==> src/rtl/tinker_fetch_queue_if.sv <==
// Fetch-queue bus bundle: memory request/response, decode-side output and branch redirect/halt.
// The master modport is the fetch queue itself; the slave modport is its environment.
interface tinker_fetch_queue_if;
   logic        req_valid;
   logic        req_ready;
   logic [63:0] req_addr;
   logic        rsp_valid;
   logic [31:0] rsp_instr0;
   logic [31:0] rsp_instr1;
   logic        out_valid;
   logic        out_ready;
   logic [63:0] out_pc;
   logic [31:0] out_instr0;
   logic [31:0] out_instr1;
   logic        redirect_valid;
   logic [63:0] redirect_pc;
   logic        halt;

   modport master (
      output req_valid, req_addr, out_valid, out_pc, out_instr0, out_instr1,
      input  req_ready, rsp_valid, rsp_instr0, rsp_instr1, out_ready,
             redirect_valid, redirect_pc, halt
   );

   modport slave (
      input  req_valid, req_addr, out_valid, out_pc, out_instr0, out_instr1,
      output req_ready, rsp_valid, rsp_instr0, rsp_instr1, out_ready,
             redirect_valid, redirect_pc, halt
   );
endinterface

==> src/rtl/tinker_fetch_queue.sv <==
// Dual-issue fetch front end: credit-limited 8-byte fetch requests feeding an in-order pair queue.
// Optional macro FETCH_PERF_EN adds saturating perf_fetched/perf_dropped response counters.
module tinker_fetch_queue #(
   parameter int          DEPTH        = 4,
   parameter int          MAX_INFLIGHT = 2,
   parameter logic [63:0] RESET_PC     = 64'h2000
) (
   input  logic clk,
   input  logic reset,
   tinker_fetch_queue_if.master bus
`ifdef FETCH_PERF_EN
   ,
   output logic [31:0] perf_fetched,
   output logic [31:0] perf_dropped
`endif
);

   localparam int AW = $clog2(DEPTH);
   localparam int CW = AW + 1;
   localparam int IW = $clog2(MAX_INFLIGHT + 1);

   logic [63:0]   r_fetchPc;
   logic [63:0]   r_respPc;
   logic [AW-1:0] r_rdPtr;
   logic [AW-1:0] r_wrPtr;
   logic [CW-1:0] r_count;
   logic [IW-1:0] r_inflight;
   logic [IW-1:0] r_drop;
   logic          r_skip0;
   logic [63:0]   r_pcMem [DEPTH];
   logic [31:0]   r_i0Mem [DEPTH];
   logic [31:0]   r_i1Mem [DEPTH];

   logic w_slotOk;
   logic w_creditOk;
   logic w_reqValid;
   logic w_reqFire;
   logic w_outValid;
   logic w_pop;
   logic w_dropRsp;
   logic w_push;

   // Counting queued plus outstanding entries guarantees every response has a free slot.
   assign w_slotOk   = 32'(r_inflight) < 32'(MAX_INFLIGHT);
   assign w_creditOk = (32'(r_count) + 32'(r_inflight)) < 32'(DEPTH);
   assign w_reqValid = reset & ~bus.halt & ~bus.redirect_valid & w_slotOk & w_creditOk;
   assign w_reqFire  = w_reqValid & bus.req_ready;
   assign w_outValid = (r_count != '0);
   assign w_pop      = w_outValid & bus.out_ready;
   assign w_dropRsp  = bus.rsp_valid & (r_drop != '0);
   assign w_push     = bus.rsp_valid & (r_drop == '0) & ~bus.redirect_valid;

   assign bus.req_valid  = w_reqValid;
   assign bus.req_addr   = r_fetchPc;
   assign bus.out_valid  = w_outValid;
   assign bus.out_pc     = w_outValid ? r_pcMem[r_rdPtr] : '0;
   assign bus.out_instr0 = w_outValid ? r_i0Mem[r_rdPtr] : '0;
   assign bus.out_instr1 = w_outValid ? r_i1Mem[r_rdPtr] : '0;

   always_ff @(posedge clk or negedge reset) begin
      if (!reset) begin
         r_fetchPc  <= RESET_PC;
         r_respPc   <= RESET_PC;
         r_rdPtr    <= '0;
         r_wrPtr    <= '0;
         r_count    <= '0;
         r_inflight <= '0;
         r_drop     <= '0;
         r_skip0    <= 1'b0;
      end else if (bus.redirect_valid) begin
         // A response landing in the redirect cycle is discarded here, so it is not owed later.
         r_rdPtr    <= '0;
         r_wrPtr    <= '0;
         r_count    <= '0;
         r_inflight <= r_inflight - IW'(bus.rsp_valid);
         r_drop     <= r_inflight - IW'(bus.rsp_valid);
         r_fetchPc  <= bus.redirect_pc & ~64'h7;
         r_respPc   <= bus.redirect_pc & ~64'h7;
         r_skip0    <= bus.redirect_pc[2];
      end else begin
         if (w_reqFire) begin
            r_fetchPc <= r_fetchPc + 64'd8;
         end
         r_inflight <= r_inflight + IW'(w_reqFire) - IW'(bus.rsp_valid);
         if (w_dropRsp) begin
            r_drop <= r_drop - IW'(1);
         end
         if (w_push) begin
            r_wrPtr  <= r_wrPtr + AW'(1);
            r_respPc <= r_respPc + 64'd8;
            r_skip0  <= 1'b0;
         end
         if (w_pop) begin
            r_rdPtr <= r_rdPtr + AW'(1);
         end
         r_count <= r_count + CW'(w_push) - CW'(w_pop);
      end
   end

   // Slot 0 of a pair entered mid-way through a redirect target becomes a bubble.
   always_ff @(posedge clk) begin
      if (w_push) begin
         r_pcMem[r_wrPtr] <= r_respPc;
         r_i0Mem[r_wrPtr] <= r_skip0 ? 32'h0 : bus.rsp_instr0;
         r_i1Mem[r_wrPtr] <= bus.rsp_instr1;
      end
   end

`ifdef FETCH_PERF_EN
   logic [31:0] r_perfFetched;
   logic [31:0] r_perfDropped;
   logic        w_rspDiscard;

   assign w_rspDiscard = bus.rsp_valid & (bus.redirect_valid | (r_drop != '0));

   always_ff @(posedge clk or negedge reset) begin
      if (!reset) begin
         r_perfFetched <= '0;
         r_perfDropped <= '0;
      end else begin
         if (w_push && (r_perfFetched != 32'hFFFF_FFFF)) begin
            r_perfFetched <= r_perfFetched + 32'd1;
         end
         if (w_rspDiscard && (r_perfDropped != 32'hFFFF_FFFF)) begin
            r_perfDropped <= r_perfDropped + 32'd1;
         end
      end
   end

   assign perf_fetched = r_perfFetched;
   assign perf_dropped = r_perfDropped;
`endif

endmodule
==> src/flat_wrapper.sv <==
// flat-port wrapper written by rule: the top's interface ports become plain ports
module tinker_fetch_queue_flat 
#(
   parameter int          DEPTH        = 4,
   parameter int          MAX_INFLIGHT = 2,
   parameter logic [63:0] RESET_PC     = 64'h2000
)
  (clk, reset, bus_req_valid, bus_req_addr, bus_out_valid, bus_out_pc, bus_out_instr0, bus_out_instr1, bus_req_ready, bus_rsp_valid, bus_rsp_instr0, bus_rsp_instr1, bus_out_ready, bus_redirect_valid, bus_redirect_pc, bus_halt);
  tinker_fetch_queue_if bus_i ();
  input  logic clk;
  input  logic reset;
  output wire logic [$bits(bus_i.req_valid)-1:0] bus_req_valid;
  output wire logic [$bits(bus_i.req_addr)-1:0] bus_req_addr;
  output wire logic [$bits(bus_i.out_valid)-1:0] bus_out_valid;
  output wire logic [$bits(bus_i.out_pc)-1:0] bus_out_pc;
  output wire logic [$bits(bus_i.out_instr0)-1:0] bus_out_instr0;
  output wire logic [$bits(bus_i.out_instr1)-1:0] bus_out_instr1;
  input wire logic [$bits(bus_i.req_ready)-1:0] bus_req_ready;
  input wire logic [$bits(bus_i.rsp_valid)-1:0] bus_rsp_valid;
  input wire logic [$bits(bus_i.rsp_instr0)-1:0] bus_rsp_instr0;
  input wire logic [$bits(bus_i.rsp_instr1)-1:0] bus_rsp_instr1;
  input wire logic [$bits(bus_i.out_ready)-1:0] bus_out_ready;
  input wire logic [$bits(bus_i.redirect_valid)-1:0] bus_redirect_valid;
  input wire logic [$bits(bus_i.redirect_pc)-1:0] bus_redirect_pc;
  input wire logic [$bits(bus_i.halt)-1:0] bus_halt;
  assign bus_req_valid = bus_i.req_valid;
  assign bus_req_addr = bus_i.req_addr;
  assign bus_out_valid = bus_i.out_valid;
  assign bus_out_pc = bus_i.out_pc;
  assign bus_out_instr0 = bus_i.out_instr0;
  assign bus_out_instr1 = bus_i.out_instr1;
  assign bus_i.req_ready = bus_req_ready;
  assign bus_i.rsp_valid = bus_rsp_valid;
  assign bus_i.rsp_instr0 = bus_rsp_instr0;
  assign bus_i.rsp_instr1 = bus_rsp_instr1;
  assign bus_i.out_ready = bus_out_ready;
  assign bus_i.redirect_valid = bus_redirect_valid;
  assign bus_i.redirect_pc = bus_redirect_pc;
  assign bus_i.halt = bus_halt;
  tinker_fetch_queue #(.DEPTH(DEPTH), .MAX_INFLIGHT(MAX_INFLIGHT), .RESET_PC(RESET_PC)) u_core (.clk(clk), .reset(reset), .bus(bus_i));
endmodule
==> config.mk <==
export PLATFORM = sky130hd
export DESIGN_NAME = tinker_fetch_queue_flat
export DESIGN_NICKNAME = d
export VERILOG_FILES = /design/src/rtl/tinker_fetch_queue_if.sv /design/src/rtl/tinker_fetch_queue.sv /design/src/flat_wrapper.sv
export SDC_FILE = /design/constraint.sdc
export NUM_CORES = 1
export LEC_CHECK = 0
export BUFFER_PORTS_ARGS = -buffer_cell sky130_fd_sc_hd__buf_2
export CAP_MARGIN = 10
export CELL_PAD_IN_SITES_DETAIL_PLACEMENT = 0
export CELL_PAD_IN_SITES_GLOBAL_PLACEMENT = 1
export CORE_ASPECT_RATIO = 1.25
export CORE_UTILIZATION = 40
export DETAILED_ROUTE_END_ITERATION = 8
export PLACE_DENSITY = 0.79
export SETUP_SLACK_MARGIN = 0.4
export SYNTH_ARGS = -nofsm -noshare
export SYNTH_HDL_FRONTEND = slang
export SYNTH_SLANG_ARGS = --single-unit
export TNS_END_PERCENT = 1
==> constraint.sdc <==
create_clock -name clk -period 5.7 [get_ports clk]
set_input_delay 1.14 -clock clk [delete_from_list [all_inputs] [get_ports clk]]
set_output_delay 1.14 -clock clk [all_outputs]
set_load 0.03 [all_outputs]
==> impl_results.md, run 1 <==
- Die H: 295 um
- Predominant post-synthesis flop cell: edfxtp_1
- GPL Wtd Cong: 0.911
- Critical path startpoint category: flip-flop
- CTS tree: done
- Ys Warns: 0
- I/O pin count: 329
- Gr ovfl total: 0
- Dominant cells by area after synthesis: edfxtp_1 55%, dfrtp_1 12%, mux4_2 10%
- CTS Hold Bufs: 0
- Measured slew at the worst slew-check pin: 1150 ps
- Worst Path Required: 4560 ps
- Setup TNS: 0 ps
- Final Slew Violations: 0
- Max VDD drop: 0.000275 V
- Tmin final: 4150 ps
- Skew-Pair Late Insertion Delay: 620 ps
- Leakage: 0.0114 uW
- # H-tree levels: 2
- Synth Register Bits: 634
- Vias: 17.2k
- Largest net degree at the start of global routing: 89
- Hold slack final: 350 ps
- Setup CP Type: flip-flop to primary output
- Count of input and output buffers: 320
- Design area: 0.0321 mm^2
- Top cell type by total area after synthesis: edfxtp_1
- Layout area overhead: 17.2%
- DR pass1 iterations: 5
- HP Class: input pin to asynchronous set/reset pin
- Setup WS post-layout: 1550 ps
- CP Capture Type: primary output
- Max cap viols: 0
- Initial core utilization: 40.7%
- RR Endpoint: u_core.r_i1Mem[2][5]
- FMAX: 241 MHz
- RR Startpoint: u_core.r_drop[0]
- Pwr/cell area: 425 mW/mm^2
- Arrival time at the worst endpoint: 3010 ps
- Via density per instance: 5.62
- Synthesized cell area: 0.0274 mm^2
- Final setup viols: 0
- Final worst path period share: 72.8%
- R2R setup slack: 2460 ps
- Total CTS buffers: 61
- Clock sink count: 634
- Site row count: 106
- RSZ-0062 raised after global routing: no
- Antenna violations before repair: 2
- Die X: 236 um
- Wire length per cell: 22.5 um
- Seq/Total Area, Yosys: 67.0%
- CTS max path bufs: 3
- Outcome: finished, final reports clean
- Yosys top cell area share: 54.8%
- Leading cell type in the layout, fill and taps excluded: edfxtp_1
- Number of enable flip-flop cells after synthesis: 500
- Postcts setup bufs: 0
- Worst-path maximum fanout: 70
- Core area: 0.0674 mm^2
- Iteration-0 DRC Markers: 1065
- CTS clock-pin slew for the worst setup and hold paths: 70 ps
- Slew headroom: 22.7%
- Vias in the first global route: 17.3k
- Average size of a mapped cell: 15.1 um^2
- Async SR Flop Fraction: 21.1%
- Most frequent cells in the layout: 500 x edfxtp_1, 318 x buf_2, 137 x and2_1, 130 x dfrtp_1, 125 x mux4_2
- Dpl cell area: 0.0300 mm^2
- Final Hold Violating Endpoints: 0
- Share of cells above drive strength 1: 27.5%
- Root Buffer: clkbuf_16
- Total track usage: 19.5%
- Overall routed net length: 68700 um
- Synth Instances: 1821
- DRC errors left: 0
- Yosys cell types: 66
- Die area: 0.0696 mm^2
- Nets@finish: 2285
- Clock Skew: 38.2 ps
- Post-cts resize count: 0
- Reg2reg path depth: 6
- DPL Wire Length: 46200 um
- Final core utilization: 47.7%
- First-pass GRT wire length: 104000 um
- DRT antenna net count: 0
- Placement Setup Slack: 1900 ps
==> how the worst max path moves through the flow <==
stage,from,endpoint,slack (ps),cells after the start
finish,u_core.r_rdPtr[0],bus_out_pc[6],1550,4
CTS,u_core.r_rdPtr[0],bus_out_pc[5],1430,4
global placement,bus_rsp_valid,u_core.r_i1Mem[2][18],1960,5
detailed placement,bus_rsp_valid,u_core.r_i1Mem[1][18],1900,5
global route,u_core.r_rdPtr[0],bus_out_pc[27],1320,4
floorplan,bus_redirect_valid,u_core.r_i0Mem[0][0],560,4
==> synthesized netlist by cell type (38+ instances only) <==
cell type / instances
edfxtp_1: 500
nor4_1: 38
dfrtp_1: 132
nand2_1: 124
clkbuf_1: 67
nand4_1: 73
mux4_2: 125
nor2b_1: 39
nand3_1: 79
and2_1: 141
nor2_1: 63
o21ai_0: 46
==> worst max-delay path, cell delays in order, from the launching register on <==
cell     delay, ps
dfrtp_4        790
buf_12         500
mux4_2         600
and2_1         180
buf_2          190
==> sequential cells by signal (all words and copies together) (netlist names) <==
signal and count:
u_core.bus.req_addr 61, u_core.r_count 3, u_core.r_drop 2, u_core.r_i0Mem 128, u_core.r_i1Mem 128, u_core.r_inflight 2
u_core.r_pcMem 244, u_core.r_rdPtr 2, u_core.r_respPc 61, u_core.r_skip0 1, u_core.r_wrPtr 2
==> power breakdown <==
part	switching, uW	internal (uW)
clock	1730	2490
combinational	2430	1390
sequential	338	5260
total	4500	9140
==> per-stage QoR <==
stage          power, uW  instances
4_1_cts            13800       3053
2_1_floorplan       8330       1826
5_1_grt            14200       3054
6_report           13600       3054
3_5_place_dp        9600       2938
3_3_place_gp        9560       2938
==> final cells by class <==
| class | instances | area (um^2) |
|---|---|---|
| flip-flops and latches | 634 | 18400 |
| well taps | 864 | 1080 |
| clock inverters | 36 | 428 |
| repair buffers | 347 | 1890 |
| multi-input cells | 1060 | 8550 |
| fillers | 5853 | 35200 |
| diodes | 1 | 2.50 |
| clock buffers | 79 | 1680 |
| inverters | 33 | 124 |
==> cell families after synthesis <==
kind of cell / Yosys count / synth area share, %
simple gates: 666 / 13.5
flops: 634 / 67.0
compound gates: 180 / 4.29
mux: 144 / 11.0
buf+inv: 132 / 1.94
xor+xnor: 51 / 1.63
fa+ha+maj: 13 / 0.621
other cells: 1 / 0.0137
==> per-layer routing <==
| layer | up-vias | part of all wire, % | GRT usage [%] |
|---|---|---|---|
| li1 | 7729 | - | - |
| met5 | - | 0.019 | 0 |
| met1 | 8674 | 42 | 25.5 |
| met3 | 126 | 6.1 | 3.22 |
| met2 | 635 | 49 | 32.5 |
| met4 | 2 | 3.3 | 7.49 |
Power figures use the tool's default switching activity.
==> inputs of run 2 (changes only) <==
--- a/config.mk
+++ b/config.mk
@@ -5,6 +5,7 @@
 export SDC_FILE = /design/constraint.sdc
 export NUM_CORES = 1
 export LEC_CHECK = 0
+export ABC_AREA = 1
 export BUFFER_PORTS_ARGS = -buffer_cell sky130_fd_sc_hd__buf_2
 export CAP_MARGIN = 10
 export CELL_PAD_IN_SITES_DETAIL_PLACEMENT = 0
@@ -12,7 +13,7 @@
 export CORE_ASPECT_RATIO = 1.25
 export CORE_UTILIZATION = 40
 export DETAILED_ROUTE_END_ITERATION = 8
-export PLACE_DENSITY = 0.79
+export PLACE_DENSITY = 0.83
 export SETUP_SLACK_MARGIN = 0.4
 export SYNTH_ARGS = -nofsm -noshare
 export SYNTH_HDL_FRONTEND = slang
==> constraint.sdc (replaced) <==
create_clock -name clk -period 4.1 [get_ports clk]
set_input_delay 0.82 -clock clk [delete_from_list [all_inputs] [get_ports clk]]
set_output_delay 0.82 -clock clk [all_outputs]
set_load 0.03 [all_outputs]
==> run 2 against run 1 <==
Against the previous run:
- design area is 6.4% higher
- final cell count is 42% higher
- register-to-register slack worse by 1000 ps
- combinational power is 58% higher
- total power is 47% higher
- critical path depth is 2 higher
- global-route usage is 3.0 points higher
- via count is 28% higher
- die area is 7.0% higher
- critical endpoint is now bus_out_pc[15]
- largest cell class unchanged
==> impl_results.md, run 2 <==
- Outcome: finished, final reports clean
- Seq/Total Area, Yosys: 62.6%
- Ys Warns: 0
- Nets@finish: 3472
- Count leader, synth: nor2_1
- Predominant post-synthesis flop cell: edfxtp_1
- Yosys cell types: 46
- Postcts setup bufs: 0
- Synthesized cell area: 0.0293 mm^2
- Placement Setup Slack: 1080 ps
- Die H: 305 um
- Final Slew Violations: 0
- Worst Path Required: 3280 ps
- Die area: 0.0745 mm^2
- Setup CP Type: flip-flop to primary output
- HP Class: input pin to flip-flop
- Vias: 22.0k
- Iteration-0 DRC Markers: 1438
- CTS clock-pin slew for the worst setup and hold paths: 60 ps
- Largest register FFs: 244
- Initial core utilization: 40.6%
- RSZ-0062 raised after global routing: no
- Gr ovfl total: 0
- Top delay family on crit path: flip-flops
- Max cap viols: 0
- Die X: 244 um
- Core area: 0.0723 mm^2
- DRC errors left: 0
- CTS max path bufs: 3
- Clock sink count: 634
- Arrival time at the worst endpoint: 2740 ps
- Largest regs: u_core.r_pcMem x244, u_core.r_i0Mem x128, u_core.r_i1Mem x128
- Layout area overhead: 16.5%
- Tmin final: 3560 ps
- Final setup viols: 0
- Setup TNS: 0 ps
- Dpl cell area: 0.0320 mm^2
- Final worst path period share: 86.9%
- Largest net degree at the start of global routing: 126
- Cell mode on critical path: nor2_1
- Total power: 20000 uW
- Critical Path, Cell by Cell: buf_12 > nor2_1 > nor2_1 > o21ai_0 > a21oi_1 > buf_2
- Crit path largest cell delay: 720 ps
- Total track usage: 22.5%
- Wire length per cell: 19.3 um
- Pwr/cell area: 586 mW/mm^2
- Vias in the first global route: 21.3k
- Slew headroom: 39.3%
- Yosys top cell area share: 51.2%
- DRT antenna net count: 0
- # H-tree levels: 3
- Count of input and output buffers: 320
- Root Buffer: clkbuf_16
- Max VDD drop: 0.000417 V
- Dominant cells by area after synthesis: edfxtp_1 51%, dfrtp_1 11%, nor2_1 9.5%
- I/O pin count: 329
- Share of cells above drive strength 1: 16.4%
- Synth Instances: 3034
- Synth top cells by count: 746 x nor2_1, 506 x nand2_1, 500 x edfxtp_1
- Number of enable flip-flop cells after synthesis: 500
- Via density per instance: 5.08
- Total CTS buffers: 66
- Clock Skew: 22.7 ps
- Leading cell type in the layout, fill and taps excluded: nor2_1
- Site row count: 110
- Design area: 0.0342 mm^2
- Top cell type by total area after synthesis: edfxtp_1
- Leakage: 0.0133 uW
- Antenna violations before repair: 2
- Final Hold Violating Endpoints: 0
- Overall routed net length: 83800 um
- Most frequent cells in the layout: 740 x nor2_1, 506 x nand2_1, 500 x edfxtp_1, 318 x buf_2, 294 x o21ai_0
- First-pass GRT wire length: 127000 um
- Setup WS post-layout: 535 ps
- CTS tree: done
- Average size of a mapped cell: 9.67 um^2
- Most flop-heavy register: u_core.r_pcMem
- FMAX: 281 MHz
- Critical path startpoint category: flip-flop
- DPL Wire Length: 55600 um
- Measured slew at the worst slew-check pin: 911 ps
- Post-cts resize count: 0
- CTS Hold Bufs: 1
- Worst-path maximum fanout: 95
- Async SR Flop Fraction: 21.1%
- CP Capture Type: primary output
- Critical path's slowest cell: dfrtp_4
- DR pass1 iterations: 5
- GPL Wtd Cong: 0.933
- Synth Register Bits: 634
- Skew-Pair Late Insertion Delay: 610 ps
- CP bufs+invs: 2
-- run 2: cell types whose count changed after synthesis, moves of 21 or more --
cell	delta
a21oi_1	+134
and2_1	-140
buf_2	+32
inv_1	+146
mux4_2	-125
nand2_1	+382
nand4_1	-41
nor2_1	+683
nor2b_1	-39
nor4_1	-36
o21ai_0	+248
xnor2_1	-21
xor2_1	+28
-- run 2: area by class of cell --
cell class	instances	area, um^2
fillers	6761	38100
flip-flops and latches	634	18400
multi-input cells	2074	9720
repair buffers	358	2040
clock buffers	79	1720
well taps	952	1190
inverters	190	726
clock inverters	41	403
diodes	4	10.0
-- run 2: where the power goes --
| group | internal [uW] | switching, uW | total, uW |
|---|---|---|---|
| Clock | 3310 | 2560 | 5870 |
| Sequential | 7510 | 618 | 8130 |
| Combinational | 1570 | 4450 | 6020 |
-- run 2: worst paths after layout --
kind	startpoint	end	slack (ps)	cells after the start
worst max-delay path	u_core.r_rdPtr[0]	bus_out_pc[15]	540	6
worst min register to register	u_core.r_drop[1]	u_core.r_drop[1]	540	2
max in group asynchronous	reset	u_core.r_rdPtr[0]	2320	3
worst min-delay path	bus_rsp_instr1[22]	u_core.r_i1Mem[1][22]	430	1
worst max register to register	u_core.r_count[1]	u_core.r_count[2]	1450	13
min in group asynchronous	reset	u_core.bus.req_addr[39]	590	2
-- run 2: cells by family after synthesis --
kind of cell | after synthesis | synth area share [%]
compound gates | 525 | 9.58
fa+ha+maj | 13 | 0.580
other cells | 1 | 0.0128
simple gates | 1472 | 21.0
flops | 634 | 62.6
xor+xnor | 58 | 1.73
buf+inv | 331 | 4.50
-- run 2: routing by layer --
layer	part of all wire (%)	wire length (um)	global-route usage [%]
met3	6.6	5550	4.09
met2	49	40800	37.4
met4	4.4	3670	10.6
met5	0	0	0
met1	40	33800	28.3
-- run 2: worst reg2reg max path, delay by kind of cell (launching register included) --
family        cells  cell delay (ps)
simple gates      5              820
buf+inv           5              550
fa+ha+maj         3              790
flops             1              430
-- run 2: per-stage QoR --
stage | cells | hold WS (ps) | util (%)
2_1_floorplan | 3039 | 496 | -
3_3_place_gp | 4207 | 518 | 44.3
5_1_grt | 4330 | 412 | 47.3
6_report | 4332 | 428 | 47.3
4_1_cts | 4328 | 386 | 47.3
3_5_place_dp | 4207 | 528 | 44.3
